$ cat config.mk
export PLATFORM = sky130hd
export DESIGN_NAME = usb_tx_bitstuff_nrzi_flat
export DESIGN_NICKNAME = d
export VERILOG_FILES = /design/src/rtl/usb_tx_pkg.sv /design/src/rtl/usb_tx_bitstuff_nrzi_if.sv /design/src/rtl/usb_tx_nrzi_enc.sv /design/src/rtl/usb_tx_bitstuff_nrzi.sv /design/src/flat_wrapper.sv
export SDC_FILE = /design/constraint.sdc
export NUM_CORES = 1
export LEC_CHECK = 0
export BUFFER_PORTS_ARGS = -buffer_cell sky130_fd_sc_hd__buf_2
export CAP_MARGIN = 15
export CELL_PAD_IN_SITES_DETAIL_PLACEMENT = 0
export CELL_PAD_IN_SITES_GLOBAL_PLACEMENT = 1
export CORE_AREA = 2 2 39 41
export CTS_CLUSTER_SIZE = 20
export DETAILED_ROUTE_END_ITERATION = 10
export DIE_AREA = 0 0 41 43
export PLACE_DENSITY = 0.68
export SLEW_MARGIN = 25
export SYNTH_ARGS = -nofsm -noshare
export SYNTH_HDL_FRONTEND = slang
export SYNTH_SLANG_ARGS = --single-unit
export TNS_END_PERCENT = 50
$ cat constraint.sdc
create_clock -name clk -period 1.7 [get_ports clk]
set_input_delay 0.085 -clock clk [delete_from_list [all_inputs] [get_ports clk]]
set_output_delay 0.085 -clock clk [all_outputs]
set_load 0.03 [all_outputs]
$ cat src/rtl/usb_tx_pkg.sv
// Shared definitions for the USB TX line blocks: FSM state encoding, bus line levels, defaults.
package usb_tx_pkg;

  localparam int unsigned STUFF_LEN_DEFAULT    = 6;
  localparam int unsigned EOP_SE0_BITS_DEFAULT = 2;

  typedef enum logic [2:0] {
    ST_IDLE    = 3'd0,
    ST_DATA    = 3'd1,
    ST_STUFF   = 3'd2,
    ST_EOP_SE0 = 3'd3,
    ST_EOP_J   = 3'd4
  } tx_state_e;

  // Line levels packed as {dplus, dminus}
  localparam logic [1:0] LINE_J   = 2'b10;
  localparam logic [1:0] LINE_K   = 2'b01;
  localparam logic [1:0] LINE_SE0 = 2'b00;

endpackage

$ cat src/rtl/usb_tx_bitstuff_nrzi_if.sv
// Bit-level link between the upstream shifter/counter (master) and the TX line encoder (slave).
interface usb_tx_bitstuff_nrzi_if;

  logic clk12;
  logic tx_bit;
  logic tx_active;
  logic halt;
  logic dplus;
  logic dminus;
  logic eop_done;

  modport master (
    output clk12, tx_bit, tx_active,
    input  halt, dplus, dminus, eop_done
  );

  modport slave (
    input  clk12, tx_bit, tx_active,
    output halt, dplus, dminus, eop_done
  );

endinterface

$ cat src/rtl/usb_tx_nrzi_enc.sv
// NRZI line register (1 = J) and mapping of the current line state onto D+/D-.
module usb_tx_nrzi_enc
  import usb_tx_pkg::*;
(
  input  logic clk,
  input  logic rst,
  input  logic toggle_i,
  input  logic force_j_i,
  input  logic se0_i,
  input  logic drive_j_i,
  output logic dplus_o,
  output logic dminus_o
);

  logic       line_j_q;
  logic       line_j_d;
  logic [1:0] line_state;

  always_comb begin
    line_j_d = line_j_q;
    if (force_j_i) begin
      line_j_d = 1'b1;
    end else if (toggle_i) begin
      line_j_d = ~line_j_q;
    end
  end

  always_ff @(posedge clk) begin
    if (rst) begin
      line_j_q <= 1'b1;
    end else begin
      line_j_q <= line_j_d;
    end
  end

  // SE0 overrides everything; EOP_J drives J whatever the register holds
  always_comb begin
    if (se0_i) begin
      line_state = LINE_SE0;
    end else if (drive_j_i || line_j_q) begin
      line_state = LINE_J;
    end else begin
      line_state = LINE_K;
    end
  end

  assign {dplus_o, dminus_o} = line_state;

endmodule

$ cat src/rtl/usb_tx_bitstuff_nrzi.sv
// USB TX back end: bit stuffing, NRZI encoding and EOP (SE0 + J) generation, advanced on clk12 strobes.
// Stuffing exists only when USB_TX_BITSTUFF_EN is defined; otherwise raw NRZI (test mode), halt tied low.
module usb_tx_bitstuff_nrzi
  import usb_tx_pkg::*;
#(
  parameter int unsigned STUFF_LEN    = STUFF_LEN_DEFAULT,
  parameter int unsigned EOP_SE0_BITS = EOP_SE0_BITS_DEFAULT
) (
  input  logic                  clk,
  input  logic                  rst,
  usb_tx_bitstuff_nrzi_if.slave tx_if
);

  localparam int unsigned      SE0_W    = $clog2(EOP_SE0_BITS + 1);
  localparam logic [SE0_W-1:0] SE0_LAST = SE0_W'(EOP_SE0_BITS - 1);

  if (STUFF_LEN < 1 || EOP_SE0_BITS < 1) begin : g_bad_params
    $error("usb_tx_bitstuff_nrzi: STUFF_LEN and EOP_SE0_BITS must be at least 1");
  end

  tx_state_e        state_q;
  tx_state_e        state_d;
  logic [SE0_W-1:0] se0_cnt_q;
  logic [SE0_W-1:0] se0_cnt_d;
  logic             eop_done_q;
  logic             eop_done_d;
  logic             encode;
  logic             line_toggle;
  logic             line_force_j;
  logic             line_se0;
  logic             line_drive_j;

`ifdef USB_TX_BITSTUFF_EN
  localparam int unsigned       ONES_W    = $clog2(STUFF_LEN + 1);
  localparam logic [ONES_W-1:0] ONES_FULL = ONES_W'(STUFF_LEN);

  logic [ONES_W-1:0] ones_cnt_q;
  logic [ONES_W-1:0] ones_cnt_d;
`endif

  // A bit from upstream is consumed only in IDLE (first bit) and DATA while the packet is active
  assign encode = tx_if.tx_active && ((state_q == ST_IDLE) || (state_q == ST_DATA));

  always_ff @(posedge clk) begin
    if (rst) begin
      state_q    <= ST_IDLE;
      se0_cnt_q  <= '0;
      eop_done_q <= 1'b0;
    end else begin
      eop_done_q <= eop_done_d;
      if (tx_if.clk12) begin
        state_q   <= state_d;
        se0_cnt_q <= se0_cnt_d;
      end
    end
  end

`ifdef USB_TX_BITSTUFF_EN
  always_ff @(posedge clk) begin
    if (rst) begin
      ones_cnt_q <= '0;
    end else if (tx_if.clk12) begin
      ones_cnt_q <= ones_cnt_d;
    end
  end
`endif

  always_comb begin
    state_d   = state_q;
    se0_cnt_d = se0_cnt_q;
`ifdef USB_TX_BITSTUFF_EN
    ones_cnt_d = ones_cnt_q;
`endif
    case (state_q)
      ST_IDLE:    if (tx_if.tx_active) state_d = ST_DATA;
      ST_DATA:    if (!tx_if.tx_active) state_d = ST_EOP_SE0;
`ifdef USB_TX_BITSTUFF_EN
      ST_STUFF: begin
        ones_cnt_d = '0;
        state_d    = tx_if.tx_active ? ST_DATA : ST_EOP_SE0;
      end
`endif
      ST_EOP_SE0: begin
        if (se0_cnt_q == SE0_LAST) begin
          se0_cnt_d = '0;
          state_d   = ST_EOP_J;
        end else begin
          se0_cnt_d = se0_cnt_q + SE0_W'(1);
        end
      end
      ST_EOP_J:   state_d = ST_IDLE;
      default:    state_d = ST_IDLE;
    endcase
`ifdef USB_TX_BITSTUFF_EN
    // Reaching the run limit wins over tx_active: the stuffed bit always goes out
    if (encode) begin
      if (!tx_if.tx_bit) begin
        ones_cnt_d = '0;
      end else begin
        ones_cnt_d = ones_cnt_q + ONES_W'(1);
        if (ones_cnt_q == ONES_FULL - ONES_W'(1)) begin
          state_d = ST_STUFF;
        end
      end
    end
`endif
  end

  always_comb begin
    line_toggle  = 1'b0;
    line_force_j = 1'b0;
    eop_done_d   = 1'b0;
    line_se0     = (state_q == ST_EOP_SE0);
    line_drive_j = (state_q == ST_EOP_J);
    if (tx_if.clk12) begin
      if (encode && !tx_if.tx_bit) begin
        line_toggle = 1'b1;
      end
`ifdef USB_TX_BITSTUFF_EN
      if (state_q == ST_STUFF) begin
        line_toggle = 1'b1;
      end
`endif
      if (state_q == ST_EOP_J) begin
        line_force_j = 1'b1;
        eop_done_d   = 1'b1;
      end
    end
  end

`ifdef USB_TX_BITSTUFF_EN
  assign tx_if.halt = (state_q == ST_STUFF);
`else
  assign tx_if.halt = 1'b0;
`endif
  assign tx_if.eop_done = eop_done_q;

  usb_tx_nrzi_enc u_nrzi_enc (
    .clk       (clk),
    .rst       (rst),
    .toggle_i  (line_toggle),
    .force_j_i (line_force_j),
    .se0_i     (line_se0),
    .drive_j_i (line_drive_j),
    .dplus_o   (tx_if.dplus),
    .dminus_o  (tx_if.dminus)
  );

endmodule

$ cat src/flat_wrapper.sv
// flat-port wrapper written by rule: the top's interface ports become plain ports
module usb_tx_bitstuff_nrzi_flat import usb_tx_pkg::*;
#(
  parameter int unsigned STUFF_LEN    = STUFF_LEN_DEFAULT,
  parameter int unsigned EOP_SE0_BITS = EOP_SE0_BITS_DEFAULT
)
  (clk, rst, tx_if_clk12, tx_if_tx_bit, tx_if_tx_active, tx_if_halt, tx_if_dplus, tx_if_dminus, tx_if_eop_done);
  usb_tx_bitstuff_nrzi_if tx_if_i ();
  input  logic clk;
  input  logic rst;
  input wire logic [$bits(tx_if_i.clk12)-1:0] tx_if_clk12;
  input wire logic [$bits(tx_if_i.tx_bit)-1:0] tx_if_tx_bit;
  input wire logic [$bits(tx_if_i.tx_active)-1:0] tx_if_tx_active;
  output wire logic [$bits(tx_if_i.halt)-1:0] tx_if_halt;
  output wire logic [$bits(tx_if_i.dplus)-1:0] tx_if_dplus;
  output wire logic [$bits(tx_if_i.dminus)-1:0] tx_if_dminus;
  output wire logic [$bits(tx_if_i.eop_done)-1:0] tx_if_eop_done;
  assign tx_if_i.clk12 = tx_if_clk12;
  assign tx_if_i.tx_bit = tx_if_tx_bit;
  assign tx_if_i.tx_active = tx_if_tx_active;
  assign tx_if_halt = tx_if_i.halt;
  assign tx_if_dplus = tx_if_i.dplus;
  assign tx_if_dminus = tx_if_i.dminus;
  assign tx_if_eop_done = tx_if_i.eop_done;
  usb_tx_bitstuff_nrzi #(.STUFF_LEN(STUFF_LEN), .EOP_SE0_BITS(EOP_SE0_BITS)) u_core (.clk(clk), .rst(rst), .tx_if(tx_if_i));
endmodule
==> flow_summary.json, run 1 <==
{
  "rsz0062_at_grt": "false",
  "drtIter0Drc": 4,
  "worst_clock_skew_ns": 0.00129,
  "cap_viol_max_count": 0,
  "grt_overflow": 0,
  "hp-start": "rst",
  "pwr-share-clk_pct": 39.9,
  "grt_max_degree": 11,
  "syn_avg_cell_area_sq_um": 8.33,
  "clk_latency_ns": 0.25,
  "switchingPower_w": 0.0000956,
  "whs_path_depth": 2,
  "met2_length_um": 356,
  "top_layer_used": "met4",
  "portBuffers": 7,
  "cts_num_sinks": 7,
  "status": "complete, no violations",
  "setup_viol": 0,
  "r2r_cells": 3,
  "yosysUniqueCellTypes": 20,
  "ys_top_cells_by_area": "dfxtp_1 (38%), nand2b_1 (8.5%), a21oi_1 (5.5%)",
  "fin_crit_sh_pct": 81.0,
  "post_cts.repair.setup_buffers": 0,
  "period_needed_ns": 1.38,
  "cts.path.max_buffers": 2,
  "core.rowCount": 14,
  "p_int_w": 0.000278,
  "wl_um": 740,
  "max_freq_mhz": 726,
  "seq_power_share_pct": 47.3,
  "hold_path.class": "primary input to register",
  "met3WireLength_um": 51,
  "cts_tree": "built",
  "die_x_um": 41,
  "grt_pass1_vias": 294,
  "cp.required_ns": 1.62,
  "reg2reg_to": "u_core.se0_cnt_q[0]$_SDFFE_PP0P_",
  "drive_above_1_share_pct": 18.9,
  "final_cells": 69,
  "ys_async_sr_fraction_pct": 0,
  "cp.arrival_ns": 1.29,
  "synth_area_sq_um": 367,
  "yosysWarnings": 0,
  "cts_resized": 0,
  "ios": 9,
  "synth-edff-count": 0,
  "vdd_ir_drop_max_uv": 408,
  "rr_startpoint": "u_core.state_q[1]$_SDFFE_PP0P_",
  "cts_buffers": 3,
  "dp_slack_ns": 0.579,
  "via_per_inst": 5.03,
  "cts_max_level": 1,
  "synth-seq-cells": 7,
  "clock-root-buffer": "clkbuf_4",
  "min_to": "u_core.state_q[2]$_SDFFE_PP0P_",
  "ff2ff_setup_slack_ns": 0.66,
  "synth_flop_cell": "dfxtp_1",
  "hpwl_um": 540,
  "endpoint_kind": "output port",
  "gp_congestion": 0.662,
  "die_h_um": 43,
  "dieArea_sq_um": 1760,
  "swShare_pct": 25.6,
  "synth_seq_area_share_pct": 38.2,
  "holdWs_ns": 0.127,
  "place_inst": 65,
  "grt_usage_pct": 10.8,
  "finalHoldViolations": 0,
  "slew_viol_final": 0,
  "wl_per_cell_um": 10.7,
  "floorplan.initialDensity_pct": 26.5,
  "syn-instance-count": 44,
  "comb_power_share_pct": 12.7,
  "antenna_found_initial": 0,
  "yosysMostFrequentCell": "dfxtp_1",
  "fin_total_pwr_w": 0.000373,
  "syn_nets": 49,
  "dr.pass1.iters": 3,
  "start_kind": "register",
  "nets": 59,
  "core_area_sq_um": 1380,
  "grt_pass1_wl_um": 1170,
  "power.density_nw_per_um2": 857,
  "vias": 347,
  "leakage_nw": 0.183,
  "crit_path_max_fanout": 6,
  "wirelength_met1_um": 318,
  "antennaDiodeCount": 0,
  "synth_common_cells": "dfxtp_1 (7), nand2b_1 (5), nor2_1 (5), a21oi_1 (4)",
  "synth_top_area_cell": "dfxtp_1",
  "synthToLayoutAreaGrowth_pct": 18.8,
  "setup_tns_ns": 0,
  "synth_top_area_share_pct": 38.2,
  "holdBufCountCts": 0,
  "clk_pin_slew_ns": 0.05,
  "drc": 0,
  "ant_nets": 0,
  "fin_ws_ns": 0.323,
  "path_class": "register to output port"
}
-- through the flow --
stage	cell area, sq um	utilization (%)
finish	435	31.5
global route	435	31.5
CTS	435	31.5
detailed placement	409	29.6
global placement	409	29.6
floorplan	367	-
-- how the worst max path moves through the flow --
stage                                   startpoint           end  slack (ns)  cells past startpoint
finish              u_core.state_q[0]$_SDFFE_PP0P_  tx_if_dminus        0.32                      4
global route        u_core.state_q[0]$_SDFFE_PP0P_  tx_if_dminus        0.16                      4
CTS                 u_core.state_q[0]$_SDFFE_PP0P_  tx_if_dminus        0.30                      4
detailed placement  u_core.state_q[0]$_SDFFE_PP0P_  tx_if_dminus        0.58                      4
global placement    u_core.state_q[0]$_SDFFE_PP0P_  tx_if_dminus        0.60                      4
floorplan           u_core.state_q[0]$_SDFFE_PP0P_  tx_if_dminus        0.29                      3
-- metal layers --
layer | track usage, % | up-vias
met4 | 6.00 | 0
met5 | 0 | -
met3 | 9.42 | 2
met2 | 14.7 | 10
li1 | - | 175
met1 | 10.6 | 160
-- cells by family after synthesis --
kind of cell | after synthesis | synth area share (%)
compound gates | 12 | 22.2
xor+xnor | 1 | 2.39
buf+inv | 4 | 5.46
flops | 7 | 38.2
other cells | 1 | 1.02
simple gates | 19 | 30.7
-- registers in the layout, summed over array words and instances, names as in the netlist --
name,cells
u_core.state_q,3
u_core.tx_if.eop_done,1
u_core.se0_cnt_q,2
u_core.u_nrzi_enc.line_j_q,1
-- worst max-delay path: stages, from the launching register on --
cell	delay, ns
dfxtp_1	0.39
nand2b_1	0.18
nor2_1	0.05
a211oi_1	0.20
buf_2	0.23
-- power groups by stage --
stage	Sequential (W)	Combinational (W)	Clock [W]
final	0.000177	0.0000475	0.000149
after global routing	0.000177	0.0000529	0.000169
after CTS	0.000176	0.0000484	0.000155
after detailed placement	0.000180	0.0000478	0
after global placement	0.000179	0.0000482	0
after floorplan	0.000178	0.0000366	0
-- layout by cell type (no fill, tap or decap), drive strengths merged --
master and instances:
and4b 1, buf 7, o21a 1, a21o 2
xnor2 1, nand3b 1, clkbuf 4, dfxtp 7
o21ai 1, nor2b 3, nand4bb 1, nand2b 5
a211oi 2, nor2 5, a2111oi 1, conb 1
nor3 3, inv 2, a21oi 4, a32o 1
-- final cells by class --
type / instances / area [sq um]
fillers: 153 / 948
multi-input cells: 33 / 206
flip-flops and latches: 7 / 140
repair buffers: 7 / 35.0
clock buffers: 4 / 26.3
well taps: 16 / 20.0
inverters: 2 / 7.51
No activity file was read; power rests on OpenSTA's default activity.
==> inputs of run 2 (changes only) <==
--- a/config.mk
+++ b/config.mk
@@ -5,6 +5,7 @@
 export SDC_FILE = /design/constraint.sdc
 export NUM_CORES = 1
 export LEC_CHECK = 0
+export ABC_AREA = 1
 export BUFFER_PORTS_ARGS = -buffer_cell sky130_fd_sc_hd__buf_2
 export CAP_MARGIN = 15
 export CELL_PAD_IN_SITES_DETAIL_PLACEMENT = 0
@@ -13,7 +14,7 @@
 export CTS_CLUSTER_SIZE = 20
 export DETAILED_ROUTE_END_ITERATION = 10
 export DIE_AREA = 0 0 41 43
-export PLACE_DENSITY = 0.68
+export PLACE_DENSITY = 0.74
 export SLEW_MARGIN = 25
 export SYNTH_ARGS = -nofsm -noshare
 export SYNTH_HDL_FRONTEND = slang
==> constraint.sdc (replaced) <==
create_clock -name clk -period 1.4 [get_ports clk]
set_input_delay 0.07 -clock clk [delete_from_list [all_inputs] [get_ports clk]]
set_output_delay 0.07 -clock clk [all_outputs]
set_load 0.03 [all_outputs]
==> run 2 against run 1 <==
  * Setup slack worse by 0.17 ns
  * Critical path type unchanged
  * Sequential share of layout area is 2.3 points lower
  * Routed wire length is 0.95% lower
  * Combinational power grew to 2.9 times the previous value
  * Synthesized cell count is 41% higher
  * Hold slack worse by 0.011 ns
  * Via count is 9.2% higher
  * Critical endpoint unchanged
  * Global-route usage is 0.10 points higher
  * Area after synthesis is 3.8% higher
==> flow_summary.json, run 2 <==
{
  "status": "complete, no violations",
  "fin_total_pwr_w": 0.000553,
  "portBuffers": 7,
  "comb_power_share_pct": 25.0,
  "gp_congestion": 0.723,
  "synth_compound_area_share_pct": 9.21,
  "hpwl_um": 623,
  "pwr-share-clk_pct": 32.0,
  "period_needed_ns": 1.25,
  "hold_path.class": "primary input to register",
  "grt_max_degree": 7,
  "place_inst": 84,
  "endpoint_kind": "output port",
  "crit_path_max_fanout": 6,
  "syn_nets": 67,
  "drc": 0,
  "finalHoldViolations": 0,
  "clk_latency_ns": 0.24,
  "cp.arrival_ns": 1.18,
  "synth_top_family_by_area": "simple AND/OR/NAND/NOR gates",
  "p_int_w": 0.000374,
  "met3_usage_pct": 3.14,
  "syn_avg_cell_area_sq_um": 6.13,
  "wl_per_cell_um": 8.24,
  "min_to": "u_core.u_nrzi_enc.line_j_q$_SDFFE_PP1P_",
  "clock-root-buffer": "clkbuf_4",
  "synth_seq_area_share_pct": 36.8,
  "grt_util_met2_pct": 16.3,
  "top_usage_layer": "met2",
  "largest-register": "u_core.state_q",
  "synth_flop_cell": "dfxtp_1",
  "grt_overflow": 0,
  "fin_crit_sh_pct": 89.3,
  "leakage_nw": 0.226,
  "vdd_ir_drop_max_uv": 393,
  "cts_num_sinks": 7,
  "synth_adder_area_share_pct": 0,
  "cts_tree": "built",
  "synthMuxAreaShare_pct": 0,
  "rsz0062_at_grt": "false",
  "synth-xor-area-share_pct": 0,
  "rr_startpoint": "u_core.state_q[2]$_SDFFE_PP0P_",
  "grt_pass1_vias": 347,
  "synth-simple-area-share_pct": 42.1,
  "cts.path.max_buffers": 2,
  "yosysUniqueCellTypes": 14,
  "ff2ff_setup_slack_ns": 0.24,
  "reg2reg_to": "u_core.se0_cnt_q[0]$_SDFFE_PP0P_",
  "dr.pass1.iters": 4,
  "swShare_pct": 32.5,
  "yosysMostFrequentCell": "nand2_1",
  "antennaDiodeCount": 0,
  "floorplan.initialDensity_pct": 27.5,
  "cts_buffers": 3,
  "vias": 379,
  "die_x_um": 41,
  "ios": 9,
  "syn-instance-count": 62,
  "grt_usage_pct": 10.9,
  "core_area_sq_um": 1380,
  "largest_reg_flops": 3,
  "start_kind": "register",
  "synth_area_sq_um": 380,
  "synth_common_cells": "nand2_1 (15), nor2_1 (10), inv_1 (9), dfxtp_1 (7), nand3_1 (6)",
  "synthToLayoutAreaGrowth_pct": 23.4,
  "antenna_found_initial": 0,
  "synth_top_area_share_pct": 36.8,
  "final_cell_mix": "nand2_1 (15), nor2_1 (10), inv_1 (9)",
  "ant_nets": 0,
  "drive_above_1_share_pct": 19.2,
  "r2r_cells": 6,
  "die_h_um": 43,
  "wl_um": 733,
  "slew_viol_final": 0,
  "reg.largest.list": "u_core.state_q (3), u_core.se0_cnt_q (2)",
  "ys_top_cells_by_area": "dfxtp_1 (37%), nand2_1 (15%), nor2_1 (9.9%)",
  "yosysWarnings": 0,
  "cp.required_ns": 1.33,
  "synth-seq-cells": 7,
  "dieArea_sq_um": 1760,
  "layout_commonest_cell": "nand2_1",
  "synth-edff-count": 0,
  "hp-start": "tx_if_tx_bit",
  "seq_power_share_pct": 43.0,
  "holdWs_ns": 0.117,
  "clk_pin_slew_ns": 0.05,
  "ys_async_sr_fraction_pct": 0,
  "via_per_inst": 4.26,
  "whs_path_depth": 4,
  "synth_top_area_cell": "dfxtp_1",
  "final_cells": 89,
  "worst_clock_skew_ns": 0.000461,
  "drtIter0Drc": 7,
  "setup_tns_ns": 0,
  "grt_use_met1_pct": 12.3,
  "grt_pass1_wl_um": 1300,
  "nets": 79,
  "setup_viol": 0,
  "max_freq_mhz": 800,
  "path_class": "register to output port",
  "cap_viol_max_count": 0,
  "cts_max_level": 1,
  "post_cts.repair.setup_buffers": 0,
  "switchingPower_w": 0.000180,
  "power.density_nw_per_um2": 1180,
  "core.rowCount": 14
}
-- run 2: timing repair --
action	in CTS	in global routing
hold buffers	1	0
resized for setup	0	1
hold endpoints to repair	1	0
endpoints found under the setup margin	0	1
-- run 2: area by class of cell --
cell class              instances  area (sq um)
multi-input cells              45           204
flip-flops and latches          7           140
fillers                       162           915
inverters                       9          33.8
repair buffers                  8          45.0
clock buffers                   4          26.3
well taps                      16          20.0
-- run 2: power by group through the flow --
stage	registers, W	clock network [W]	logic [W]
final	0.000238	0.000177	0.000138
after global routing	0.000241	0.000206	0.000163
after CTS	0.000235	0.000190	0.000137
after detailed placement	0.000239	0	0.000135
after global placement	0.000239	0	0.000137
after floorplan	0.000237	0	0.000105
-- run 2: stage by stage --
| stage | worst slack (ns) | utilization (%) | instance area (sq um) |
|---|---|---|---|
| after floorplan | 0.284 | - | 380 |
| after global placement | 0.255 | 30.9 | 428 |
| after detailed placement | 0.246 | 30.9 | 428 |
| after CTS | 0.118 | 33.5 | 464 |
| after global routing | 0.0175 | 33.9 | 469 |
| final | 0.150 | 33.9 | 469 |
-- run 2: critical path, stage by stage, from the launching register on --
cell and delay (ns):
dfxtp_1 0.45, nand2_1 0.10, nor2_2 0.16, nor2_1 0.06, buf_2 0.17
-- run 2: how the worst max path moves through the flow --
stage / start / cells after the start / endpoint
after CTS: u_core.state_q[1]$_SDFFE_PP0P_ / 4 / tx_if_dplus
after floorplan: u_core.state_q[1]$_SDFFE_PP0P_ / 3 / tx_if_dplus
final: u_core.state_q[0]$_SDFFE_PP0P_ / 4 / tx_if_dminus
after global placement: u_core.state_q[2]$_SDFFE_PP0P_ / 6 / u_core.se0_cnt_q[0]$_SDFFE_PP0P_
after detailed placement: u_core.state_q[2]$_SDFFE_PP0P_ / 6 / u_core.se0_cnt_q[0]$_SDFFE_PP0P_
after global routing: u_core.state_q[1]$_SDFFE_PP0P_ / 4 / tx_if_dplus
-- run 2: logic make-up (layout without fill, tap and decap cells) --
logic type      count (synthesis)  count (layout)
flops                           7               7
compound gates                  7               7
other cells                     1               1
buf+inv                        10              21
simple gates                   37              37
-- run 2: routing by layer --
metal	share of wire [%]	routed length (um)
met1	48	352
met2	50	367
met3	1.6	12
met4	0	0
met5	0	0
==> inputs of run 3 (changes only) <==
--- a/config.mk
+++ b/config.mk
@@ -11,6 +11,7 @@
 export CELL_PAD_IN_SITES_DETAIL_PLACEMENT = 0
 export CELL_PAD_IN_SITES_GLOBAL_PLACEMENT = 1
 export CORE_AREA = 2 2 39 41
+export CTS_BUF_LIST = sky130_fd_sc_hd__clkbuf_8
 export CTS_CLUSTER_SIZE = 20
 export DETAILED_ROUTE_END_ITERATION = 10
 export DIE_AREA = 0 0 41 43
==> run 3 against run 2 <==
  * Non-clock buffer count shrank 1
  * Sequential power is essentially flat
  * Final cell count shrank 1.1%
  * Hold slack lost 0.11 ns
  * Clock-buffer cell count shrank 1
  * Global-route usage grew 0.61 points
  * Die area is the same
  * Critical path depth is the same
  * Total power grew 17%
  * Utilization grew 0.27 points
  * Critical path type unchanged
==> flow_summary.json, run 3 (synthesis results as in run 2) <==
{
  "grt_pass1_vias": 348,
  "floorplan.initialDensity_pct": 27.5,
  "final_cells": 88,
  "post_cts.repair.setup_buffers": 0,
  "drc": 0,
  "nets": 78,
  "clk_pin_slew_ns": 0.04,
  "whs_path_depth": 2,
  "ios": 9,
  "path_class": "register to output port",
  "cpPeakStageDelay_ns": 0.35,
  "final_cell_mix": "nand2_1 (15), inv_1 (10), nor2_1 (10)",
  "setup_tns_ns": 0,
  "antennaDiodeCount": 0,
  "dieArea_sq_um": 1760,
  "hold_path.class": "primary input to register",
  "setup_viol": 0,
  "core_area_sq_um": 1380,
  "grt_overflow": 0,
  "hpwl_um": 623,
  "ant_nets": 0,
  "clk_latency_ns": 0.23,
  "clock-root-buffer": "clkbuf_8",
  "wl_um": 738,
  "gp_congestion": 0.723,
  "portBuffers": 7,
  "period_needed_ns": 1.25,
  "largest_reg_flops": 3,
  "fillers": 158,
  "rsz0062_at_grt": "false",
  "synthToLayoutAreaGrowth_pct": 24.3,
  "cts_resized": 0,
  "crit_chain": "nor2_2 > nand2_1 > a21oi_1 > buf_2",
  "die_h_um": 43,
  "status": "complete, no violations",
  "reg.largest.list": "u_core.state_q (3), u_core.se0_cnt_q (2)",
  "max_freq_mhz": 800,
  "place_inst": 84,
  "drive_above_1_share_pct": 19.4,
  "antenna_found_initial": 0,
  "crit_path_max_fanout": 5,
  "cp.arrival_ns": 1.18,
  "r2r_cells": 6,
  "largest-register": "u_core.state_q",
  "cts.path.max_buffers": 2,
  "grt_pass1_wl_um": 1320,
  "fin_crit_sh_pct": 89.2,
  "finalHoldViolations": 0,
  "grt_usage_pct": 11.5,
  "power.density_nw_per_um2": 1370,
  "die_x_um": 41,
  "vdd_ir_drop_max_uv": 447,
  "slowest_stage": "dfxtp_1",
  "core.rowCount": 14,
  "start_kind": "register",
  "wl_per_cell_um": 8.39,
  "post-route-util_pct": 34.2,
  "cap_viol_max_count": 0,
  "cts_num_sinks": 7,
  "leakage_nw": 0.232,
  "worst_clock_skew_ns": 0.00133,
  "slew_viol_final": 0,
  "endpoint_kind": "output port",
  "cts_max_level": 1,
  "via_per_inst": 4.40,
  "layout_commonest_cell": "nand2_1",
  "dr.pass1.iters": 3,
  "vias": 387,
  "holdBufCountCts": 0,
  "drtIter0Drc": 12,
  "cts_tree": "built",
  "cts_buffers": 3,
  "cp.required_ns": 1.33,
  "grt_max_degree": 7
}
-- run 3: cell types whose count changed in the layout (fill, tap and decap cells not counted), sizes merged --
cell and change:
inv +1, dlygate4sd3 -1, clkbuf -1
-- run 3: routing by layer --
metal | part of all wire [%] | vias to the layer above | wire length, um | track usage, %
met4 | 3.8 | 0 | 28 | 10.0
met2 | 48 | 6 | 354 | 16.3
li1 | - | 209 | - | -
met1 | 45 | 169 | 332 | 12.3
met3 | 3.1 | 3 | 23 | 4.71
met5 | 0 | - | 0 | 0
-- run 3: path summary, 6_finish.rpt --
| kind | startpoint | slack (ns) | endpoint |
|---|---|---|---|
| worst min register to register | u_core.se0_cnt_q[1]$_SDFFE_PP0P_ | 0.44 | u_core.se0_cnt_q[1]$_SDFFE_PP0P_ |
| worst max register to register | u_core.state_q[2]$_SDFFE_PP0P_ | 0.24 | u_core.se0_cnt_q[0]$_SDFFE_PP0P_ |
| worst min-delay path | rst | 0.007 | u_core.tx_if.eop_done$_SDFF_PP0_ |
| worst max-delay path | u_core.state_q[1]$_SDFFE_PP0P_ | 0.15 | tx_if_dplus |
-- run 3: metrics by stage --
step                      hold slack, ns  power (W)  instance area, sq um  setup slack [ns]
after floorplan                    0.142   0.000343                   380             0.284
final                            0.00747   0.000647                   473             0.151
after detailed placement           0.249   0.000374                   428             0.246
after CTS                        0.00734   0.000655                   473             0.145
after global routing              0.0137   0.000694                   473            0.0135
after global placement             0.243   0.000376                   428             0.255
-- run 3: where the power goes --
group | internal, W | total [W] | switching (W)
Sequential | 0.000217 | 0.000236 | 0.0000199
Combinational | 0.0000455 | 0.000134 | 0.0000887
Clock | 0.000189 | 0.000276 | 0.0000868
Total | 0.000451 | 0.000647 | 0.000195
-- run 3: worst max-delay path: cells and delay by family, from the launching register on --
kind,cells,cell delay [ns]
AO/OA/AOI/OAI,1,0.12
buffers and inverters,1,0.20
flip-flops,1,0.35
AND/OR/NAND/NOR,2,0.28
-- run 3: final cells by class --
cell class	instances	area, sq um	area share [%]
well taps	16	20.0	4.23
multi-input cells	45	199	42.1
flip-flops and latches	7	140	29.6
inverters	9	33.8	7.14
clock inverters	1	3.75	0.794
clock buffers	3	41.3	8.73
repair buffers	7	35.0	7.41
